## config.mk

```make
export PLATFORM = sky130hd
export DESIGN_NAME = step_motor_arbiter
export DESIGN_NICKNAME = d
export VERILOG_FILES = /design/src/rtl/step_motor_arbiter.sv
export SDC_FILE = /design/constraint.sdc
export NUM_CORES = 1
export LEC_CHECK = 0
export ABC_CLOCK_PERIOD_IN_PS = 2300
export CORE_MARGIN = 4
export CORE_UTILIZATION = 34
export CTS_CLUSTER_SIZE = 20
export DETAILED_ROUTE_END_ITERATION = 12
export GPL_ROUTABILITY_DRIVEN = 0
export GPL_TIMING_DRIVEN = 0
export HOLD_SLACK_MARGIN = 0.02
export PLACE_DENSITY = 0.52
export SETUP_SLACK_MARGIN = 0.4
export SLEW_MARGIN = 30
export SYNTH_ARGS = -nofsm -noshare
export SYNTH_HDL_FRONTEND = slang
export SYNTH_SLANG_ARGS = --single-unit
```

## constraint.sdc

```tcl
create_clock -name clk -period 2.3 [get_ports clk]
set_input_delay 0.23 -clock clk [delete_from_list [all_inputs] [get_ports clk]]
set_output_delay 0.23 -clock clk [all_outputs]
set_load 0.03 [all_outputs]
```

## src/rtl/step_motor_arbiter.sv

```systemverilog
// Stepper-motor arbiter: grants one of two move requesters (bomb alarm, timer
// tick) exclusive use of a shared stepper, sequences the coil phase table for
// the requested number of steps, and pulses done on completion.
// Alarm wins ties, except that after two alarm grants made while tick_req was
// waiting, the next tie goes to tick.
// Optional build macro: STEP_MOTOR_HALF_STEP_EN selects the 8-entry half-step
// table; without it the 4-entry full-step table is used.
module step_motor_arbiter #(
  parameter int unsigned STEP_DIV = 4
) (
  input  logic       clk,
  input  logic       rst,
  input  logic       alarm_req,
  input  logic [3:0] alarm_steps,
  input  logic       tick_req,
  input  logic [3:0] tick_steps,
  input  logic       mute,
  output logic       alarm_gnt,
  output logic       tick_gnt,
  output logic       done,
  output logic [3:0] stepout
);

`ifdef STEP_MOTOR_HALF_STEP_EN
  localparam int unsigned PTR_W = 3;
`else
  localparam int unsigned PTR_W = 2;
`endif
  localparam int unsigned PRE_W   = 16;
  localparam int unsigned STEPS_W = 4;
  localparam logic [PRE_W-1:0] PRE_LAST = PRE_W'(STEP_DIV - 1);

  typedef enum logic [1:0] {
    S_IDLE = 2'd0,
    S_RUN  = 2'd1,
    S_DONE = 2'd2
  } state_t;

  state_t               state_q;
  logic [PTR_W-1:0]     ptr_q;
  logic [PRE_W-1:0]     presc_q;
  logic [STEPS_W-1:0]   rem_q;
  logic [1:0]           starve_q;
  logic                 arm_q;
  logic                 alarm_gnt_q;
  logic                 tick_gnt_q;
  logic                 done_q;
  logic [3:0]           stepout_q;

  logic                 any_req_c;
  logic                 pick_tick_c;
  logic [STEPS_W-1:0]   grant_steps_c;
  logic [PTR_W-1:0]     ptr_inc_c;
  logic [PTR_W-1:0]     ptr_dec_c;
  logic [PTR_W-1:0]     grant_ptr_c;
  logic [PTR_W-1:0]     run_ptr_c;

  // Coil pattern for a phase pointer value.
  function automatic logic [3:0] phase_pattern(input logic [PTR_W-1:0] p);
    logic [3:0] pat;
    pat = 4'b0000;
`ifdef STEP_MOTOR_HALF_STEP_EN
    case (p)
      3'd0: pat = 4'b1000;
      3'd1: pat = 4'b1100;
      3'd2: pat = 4'b0100;
      3'd3: pat = 4'b0110;
      3'd4: pat = 4'b0010;
      3'd5: pat = 4'b0011;
      3'd6: pat = 4'b0001;
      3'd7: pat = 4'b1001;
    endcase
`else
    case (p)
      2'd0: pat = 4'b1000;
      2'd1: pat = 4'b0100;
      2'd2: pat = 4'b0010;
      2'd3: pat = 4'b0001;
    endcase
`endif
    return pat;
  endfunction

  // Arbitration choice and phase pointer neighbours (pointer wraps naturally).
  assign any_req_c     = alarm_req | tick_req;
  assign pick_tick_c   = tick_req & (~alarm_req | (starve_q == 2'd2));
  assign grant_steps_c = pick_tick_c ? tick_steps : alarm_steps;
  assign ptr_inc_c     = ptr_q + PTR_W'(1);
  assign ptr_dec_c     = ptr_q - PTR_W'(1);
  assign grant_ptr_c   = pick_tick_c ? ptr_dec_c : ptr_inc_c;
  assign run_ptr_c     = alarm_gnt_q ? ptr_inc_c : ptr_dec_c;

  // Arbiter/sequencer FSM with registered outputs.
  always_ff @(posedge clk or negedge rst) begin
    if (!rst) begin
      state_q     <= S_IDLE;
      ptr_q       <= '0;
      presc_q     <= '0;
      rem_q       <= '0;
      starve_q    <= 2'd0;
      arm_q       <= 1'b0;
      alarm_gnt_q <= 1'b0;
      tick_gnt_q  <= 1'b0;
      done_q      <= 1'b0;
      stepout_q   <= 4'b0000;
    end else begin
      arm_q <= 1'b1;
      case (state_q)
        S_IDLE: begin
          if (arm_q && !mute && any_req_c) begin
            if (pick_tick_c) begin
              tick_gnt_q <= 1'b1;
              starve_q   <= 2'd0;
            end else begin
              alarm_gnt_q <= 1'b1;
              starve_q    <= tick_req ? (starve_q + 2'd1) : 2'd0;
            end
            if (grant_steps_c == '0) begin
              state_q <= S_DONE;
              done_q  <= 1'b1;
            end else begin
              state_q   <= S_RUN;
              rem_q     <= grant_steps_c;
              presc_q   <= '0;
              ptr_q     <= grant_ptr_c;
              stepout_q <= phase_pattern(grant_ptr_c);
            end
          end
        end
        S_RUN: begin
          if (mute) begin
            stepout_q <= 4'b0000;
          end else if (presc_q == PRE_LAST) begin
            presc_q <= '0;
            if (rem_q == STEPS_W'(1)) begin
              rem_q     <= '0;
              state_q   <= S_DONE;
              done_q    <= 1'b1;
              stepout_q <= 4'b0000;
            end else begin
              rem_q     <= rem_q - STEPS_W'(1);
              ptr_q     <= run_ptr_c;
              stepout_q <= phase_pattern(run_ptr_c);
            end
          end else begin
            presc_q   <= presc_q + PRE_W'(1);
            stepout_q <= phase_pattern(ptr_q);
          end
        end
        S_DONE: begin
          state_q     <= S_IDLE;
          done_q      <= 1'b0;
          alarm_gnt_q <= 1'b0;
          tick_gnt_q  <= 1'b0;
          stepout_q   <= 4'b0000;
        end
        default: begin
          state_q     <= S_IDLE;
          done_q      <= 1'b0;
          alarm_gnt_q <= 1'b0;
          tick_gnt_q  <= 1'b0;
          stepout_q   <= 4'b0000;
        end
      endcase
    end
  end

  assign alarm_gnt = alarm_gnt_q;
  assign tick_gnt  = tick_gnt_q;
  assign done      = done_q;
  assign stepout   = stepout_q;

endmodule

```

==> impl_metrics.toml, run 1 <==
[status]
outcome = "finished clean"

[setup_path]
end_kind = "flop"
r2r_slack_ns = 0.36
path_class = "in2reg"
cp_max_fo = 8
r2r-end = "presc_q[4]$_DFFE_PN0P_"
reg2reg_from = "starve_q[1]$_DFFE_PN0P_"
cp-start-kind = "primary input"
critPathRequiredTime_ns = 2.53
cp.arrival_ns = 2.18
reg2reg_depth = 7

[global_routing]
gr-usage-met1_pct = 21.57
grt_util_met3_pct = 3.500
grt_max_degree = 25
antenna_found_initial = 0
gr-total-overflow = 0
grt_usage_pct = 14.64
grt-busiest-layer = "met1"
grt_pass1_wl_mm = 8.887
grt_pass1_vias = 1807
use_met2_pct = 21.03

[floorplan]
rows = 28
io_pins = 20
fp.dieH_um = 87.38
core_area_sq_um = 6026
initial_core_util_pct = 35.55
die-area_sq_um = 7634
die_x_um = 87.38

[placed_design]
placed_cells = 338
dp_slack_ns = -0.03414
port_buffers = 18
post-dp-hpwl_mm = 3.813
placed_area_sq_um = 2455

[synthesis]
postSynthNetCount = 265
synth_edf_count = 0
synthesis.instances = 244
synth_ff_type = "dfrtp_1"
syn_area_per_cell_sq_um = 8.779
ys_ff_latch = 34
synth.distinct_cells = 51
syn_area_sq_um = 2142
async_reset_ff_share_pct = 100.0
ys_seq_area_share_pct = 39.72
yosys_warnings = 0

[clocking]
clk_latency_ns = 0.29
cts_buffer_depth = 2
cts_htree_levels = 2
cts_made_buffers = 5
tritoncts = "yes"
clock-root-buffer = "clkbuf_8"
cts.clk_slew.worst_paths_ns = 0.07
clock-sinks = 34

[detailed_routing]
drt_wl_total_mm = 5.203
routedWlPerCell_um = 14.53
drc = 0
firstDrtPassIters = 4
antenna_left = 0
vias = 1880
drt_iter0_drc = 96
via_per_inst = 5.251

[timing]
period_minus_slack_ns = 1.949
rsz0062_at_grt = "yes"
holdWs_ns = 0.3179
final.setup_skew_ns = 0.006460
finalCritPeriodShare_pct = 84.74
setup_viol = 0
slew_viol_final = 0
setup_slack_ns = 0.3510
hold_viol = 0
max_freq_ghz = 0.5131
fin_setup_tns_ns = 0

[power]
clkPwrFrac_pct = 23.2
vdd_drop_max_uv = 356.5
p_sw_share_pct = 35.60
power_frac_comb_pct = 36.8
p_int_mw = 1.449
power_mw = 2.250
pwr-share-seq_pct = 40.1
switchingPower_uw = 800.8
p_per_area_nw_per_um2 = 791.7
p_leak_nw = 1.234

[min_path]
min_to = "starve_q[1]$_DFFE_PN0P_"
hp-class = "in2reg"
worst_hold_path.num_cells = 3
min_from = "tick_req"

[cells_and_area]
final_cell_mix = "dfrtp_1, inv_1, nand2_1, clkdlybuf4s50_1"
drive_gt1_share_pct = 23.67
stdcell_area_sq_um = 2841
final_common_cell = "dfrtp_1"
nets = 303
final_cell_count_no_fill = 358
area_delta_synth_final_pct = 32.65
fillers = 582
postLayoutCoreUtil_pct = 47.16
diodes = 0

[job]
maxCapViolCount = 0
worst max-delay path: stages:
cell	delay, ns
clkdlybuf4s50_1	0.64
and2b_2	0.24
nor3_4	0.06
o41a_1	0.33
buf_6	0.14
or4_1	0.46
nand3_1	0.08
layout make-up:
class                           count  area [sq um]  share of cell area [%]
Multi-Input combinational cell    181          1340                   47.16
Tap cell                           75         93.84                   3.303
Timing Repair Buffer               31         296.5                   10.44
Clock buffer                        8         110.1                   3.875
Buffer                             10         77.57                   2.730
Sequential cell                    34         852.1                   29.99
Inverter                           19         71.32                   2.510
Yosys cell counts (2+ instances only):
cell / count / area share, %
or2_2: 2 / 0.58
buf_4: 2 / 0.70
clkbuf_1: 5 / 0.88
and4_1: 2 / 0.82
and3_1: 2 / 0.58
mux2_2: 2 / 1.1
dfrtp_1: 34 / 40
or4_1: 4 / 1.4
o21bai_1: 4 / 1.4
nand4_1: 3 / 0.88
nor3_1: 14 / 3.3
o31ai_1: 2 / 0.70
inv_1: 19 / 3.3
o22ai_1: 5 / 1.5
nand3b_1: 2 / 0.70
nand3_1: 13 / 3.0
a22o_1: 6 / 2.5
ha_1: 8 / 4.7
a31oi_1: 2 / 0.58
buf_2: 2 / 0.47
nor2_1: 14 / 2.5
nand2_1: 18 / 3.2
mux2i_1: 8 / 3.7
a21oi_1: 15 / 3.5
or3_1: 7 / 2.0
o21ai_0: 15 / 3.5
nor4_1: 3 / 0.88
xnor2_1: 3 / 1.2
nand2b_1: 4 / 1.2
a211oi_1: 2 / 0.70
nor3b_1: 2 / 0.70
logic make-up (layout without fill, tap and decap cells):
group | Yosys count | after routing | synth area share [%]
other cells | 1 | 1 | 0.1751
simple gates | 99 | 99 | 25.41
flops | 34 | 34 | 39.72
fa+ha+maj | 8 | 8 | 4.673
mux | 10 | 10 | 4.790
buf+inv | 29 | 68 | 5.899
xor+xnor | 3 | 3 | 1.227
compound gates | 60 | 60 | 18.11
layer usage:
layer	up-vias	routed length (um)
met5	-	0
met4	0	45
met3	5	162
met2	27	2269
met1	887	2726
li1	961	-
worst max path at each step:
stage                                         end  slack [ns]  cells past startpoint                    start
after floorplan            presc_q[4]$_DFFE_PN0P_        0.38                      8  starve_q[0]$_DFFE_PN0P_
after global placement    presc_q[12]$_DFFE_PN0P_       -0.03                      8            tick_steps[2]
after detailed placement  presc_q[12]$_DFFE_PN0P_       -0.03                      8            tick_steps[2]
after CTS                  presc_q[4]$_DFFE_PN0P_        0.36                      7  starve_q[1]$_DFFE_PN0P_
after global routing       presc_q[4]$_DFFE_PN0P_        0.30                      8  starve_q[0]$_DFFE_PN0P_
final                      presc_q[4]$_DFFE_PN0P_        0.35                      7                alarm_req
repair_timing:
action                     CTS  global route
pin swaps                    3             9
gates cloned                 0             0
hold endpoints to repair    10             0
setup endpoints to repair   29            27
setup buffers                9             2
hold buffers                 1             0
gates resized for setup      8            48
flip-flops by register name, indices dropped and copies added, names as in the netlist:
register   cells
arm_q          1
rem_q          4
tick_gnt       1
stepout        4
starve_q       2
ptr_q          2
state_q        2
presc_q       16
alarm_gnt      1
done           1
power groups by stage:
stage / logic [mW] / clock network, mW / registers [mW]
after floorplan: 0.470 / 0 / 0.926
after global placement: 0.716 / 0 / 0.900
after detailed placement: 0.725 / 0 / 0.903
after CTS: 0.778 / 0.542 / 0.883
after global routing: 0.936 / 0.561 / 0.924
final: 0.827 / 0.521 / 0.901
(Power assumes the default switching activity.)
==> inputs of run 2 (changes only) <==
Settings changed: ABC_CLOCK_PERIOD_IN_PS 2300 to 1700, PLACE_DENSITY 0.52 to 0.54.
Clock period 2.3 ns to 1.7 ns, I/O delays scaled along.
==> impl_metrics.toml, run 2 (same netlist as run 1, synthesis figures left out) <==
[status]
outcome = "finished, violations left"
violations = "setup timing"

[floorplan]
die-area_sq_um = 7634
core_area_sq_um = 6026
initial_core_util_pct = 35.55
fp.dieH_um = 87.38
rows = 28
die_x_um = 87.38
io_pins = 20

[setup_path]
cp-start-kind = "flop"
end_kind = "flop"
cp.arrival_ns = 2.16
path_class = "reg2reg"
cp_max_fo = 6
slowest_delay_ns = 0.46
crit_slowest_cell = "or4_1"
crit_chain = "ha_2 -> and2b_2 -> nor3_4 -> o41a_1 -> buf_6 -> or4_1 -> nand3_1"
critPathRequiredTime_ns = 1.92

[cells_and_area]
fillers = 582
area_delta_synth_final_pct = 40.77
largest_register = "presc_q"
nets = 311
largest_register_ffs = 16
final_common_cell = "dfrtp_1"
diodes = 0
drive_gt1_share_pct = 32.65
final_cell_count_no_fill = 366
final_cell_mix = "dfrtp_1, inv_1, nand2_1, buf_4, nand3_1"

[timing]
setup_viol = 26
period_minus_slack_ns = 1.932
setup_slack_ns = -0.2321
rsz0062_at_grt = "yes"
fin_setup_tns_ns = -3.564
final.setup_skew_ns = 0.01147
hold_viol = 0
finalCritPeriodShare_pct = 113.7
max_freq_ghz = 0.5176
slew_viol_final = 0

[clocking]
cts_htree_levels = 2
clk_latency_ns = 0.29
clock-root-buffer = "clkbuf_8"
cts_buffer_depth = 2
tritoncts = "yes"
clock-sinks = 34
cts_made_buffers = 5
cts.clk_slew.worst_paths_ns = 0.07

[placed_design]
placed_cells = 338
post-dp-hpwl_mm = 3.894
port_buffers = 18

[power]
switchingPower_mw = 1.145
power_frac_comb_pct = 39.7
p_int_mw = 1.873
p_leak_nw = 1.287
clkPwrFrac_pct = 19.8
p_sw_share_pct = 37.94
power_mw = 3.018
pwr-share-seq_pct = 40.5
vdd_drop_max_uv = 527.1
p_per_area_nw_per_um2 = 1001

[global_routing]
grt_usage_pct = 16.16
grt_pass1_vias = 1983
grt_max_degree = 23
grt_pass1_wl_mm = 9.708
gr-total-overflow = 0
antenna_found_initial = 0

[detailed_routing]
drt_wl_total_mm = 5.719
via_per_inst = 5.273
vias = 1930
drc = 0
routedWlPerCell_um = 15.63
firstDrtPassIters = 4
drt_iter0_drc = 76
antenna_left = 0

[job]
maxCapViolCount = 0

[min_path]
hp-class = "in2reg"
run 2: cell count changes in the layout (fill, tap and decap cells not counted), moves of 3 or more:
cell | previous run | this run
a21oi_1 | 13 | 4
a21oi_2 | 2 | 10
buf_4 | 13 | 16
clkbuf_8 | 8 | 5
clkdlybuf4s50_1 | 15 | 7
dlygate4sd2_1 | 0 | 9
o21ai_0 | 12 | 8
o21ai_1 | 4 | 7
run 2: critical path, delay by kind of cell, from the launching register on:
kind	cells	cell delay, ns
and+or+nand+nor	4	0.82
DFF	1	0.39
AOI/OAI and AO/OA	1	0.33
adders and majority gates	1	0.19
buffers and inverters	1	0.14
run 2: what timing repair did:
| action | 4_1_cts | 5_1_grt |
|---|---|---|
| gates cloned | 1 | 1 |
| gates resized for setup | 61 | 18 |
| pin swaps | 16 | 4 |
| setup buffers | 17 | 0 |
| hold buffers | 1 | 0 |
| hold endpoints to repair | 12 | 0 |
| setup endpoints to repair | 39 | 34 |
run 2: path summary, 6_finish.rpt:
kind | startpoint | to | slack [ns] | cells after the start
max in group asynchronous | rst | ptr_q[0]$_DFFE_PN0P_ | 0.94 | 3
min in group asynchronous | rst | presc_q[5]$_DFFE_PN0P_ | 0.32 | 2
worst min-delay path | tick_req | starve_q[1]$_DFFE_PN0P_ | 0.27 | 3
worst max register to register | starve_q[1]$_DFFE_PN0P_ | presc_q[4]$_DFFE_PN0P_ | -0.23 | 7
worst max-delay path | starve_q[1]$_DFFE_PN0P_ | presc_q[4]$_DFFE_PN0P_ | -0.23 | 7
worst min register to register | starve_q[1]$_DFFE_PN0P_ | starve_q[1]$_DFFE_PN0P_ | 0.50 | 2
run 2: final cells by class:
class                   count  area [sq um]  area share (%)
plain buffers              10         90.09           2.988
flip-flops and latches     34         853.3           28.30
repair buffers             39         382.9           12.70
multi-input cells         181          1444           47.88
clock buffers               8         80.08           2.656
inverters                  19         71.32           2.365
well taps                  75         93.84           3.112
run 2: power by group through the flow:
| stage | logic (mW) | registers [mW] | clock network, mW |
|---|---|---|---|
| 6_report | 1.20 | 1.22 | 0.598 |
| 5_1_grt | 1.36 | 1.26 | 0.651 |
| 4_1_cts | 1.16 | 1.21 | 0.616 |
| 3_5_place_dp | 1.01 | 1.24 | 0 |
| 3_3_place_gp | 0.991 | 1.23 | 0 |
| 2_1_floorplan | 0.658 | 1.27 | 0 |
run 2: stage by stage:
step / util, % / hold slack, ns / area (sq um) / setup slack (ns)
after floorplan: - / -0.1256 / 2201 / -0.2211
after global routing: 50.04 / 0.2667 / 3015 / -0.3394
final: 50.04 / 0.2725 / 3015 / -0.2321
after global placement: 41.07 / 0.4751 / 2475 / -0.5612
after CTS: 49.00 / 0.2497 / 2953 / -0.2463
after detailed placement: 41.45 / 0.1068 / 2497 / -0.5667
run 2: routing by layer:
layer	global-route usage (%)	routed length [um]
met5	0	0
met4	4.881	49
met1	22.73	2884
met2	24.79	2634
met3	3.406	150
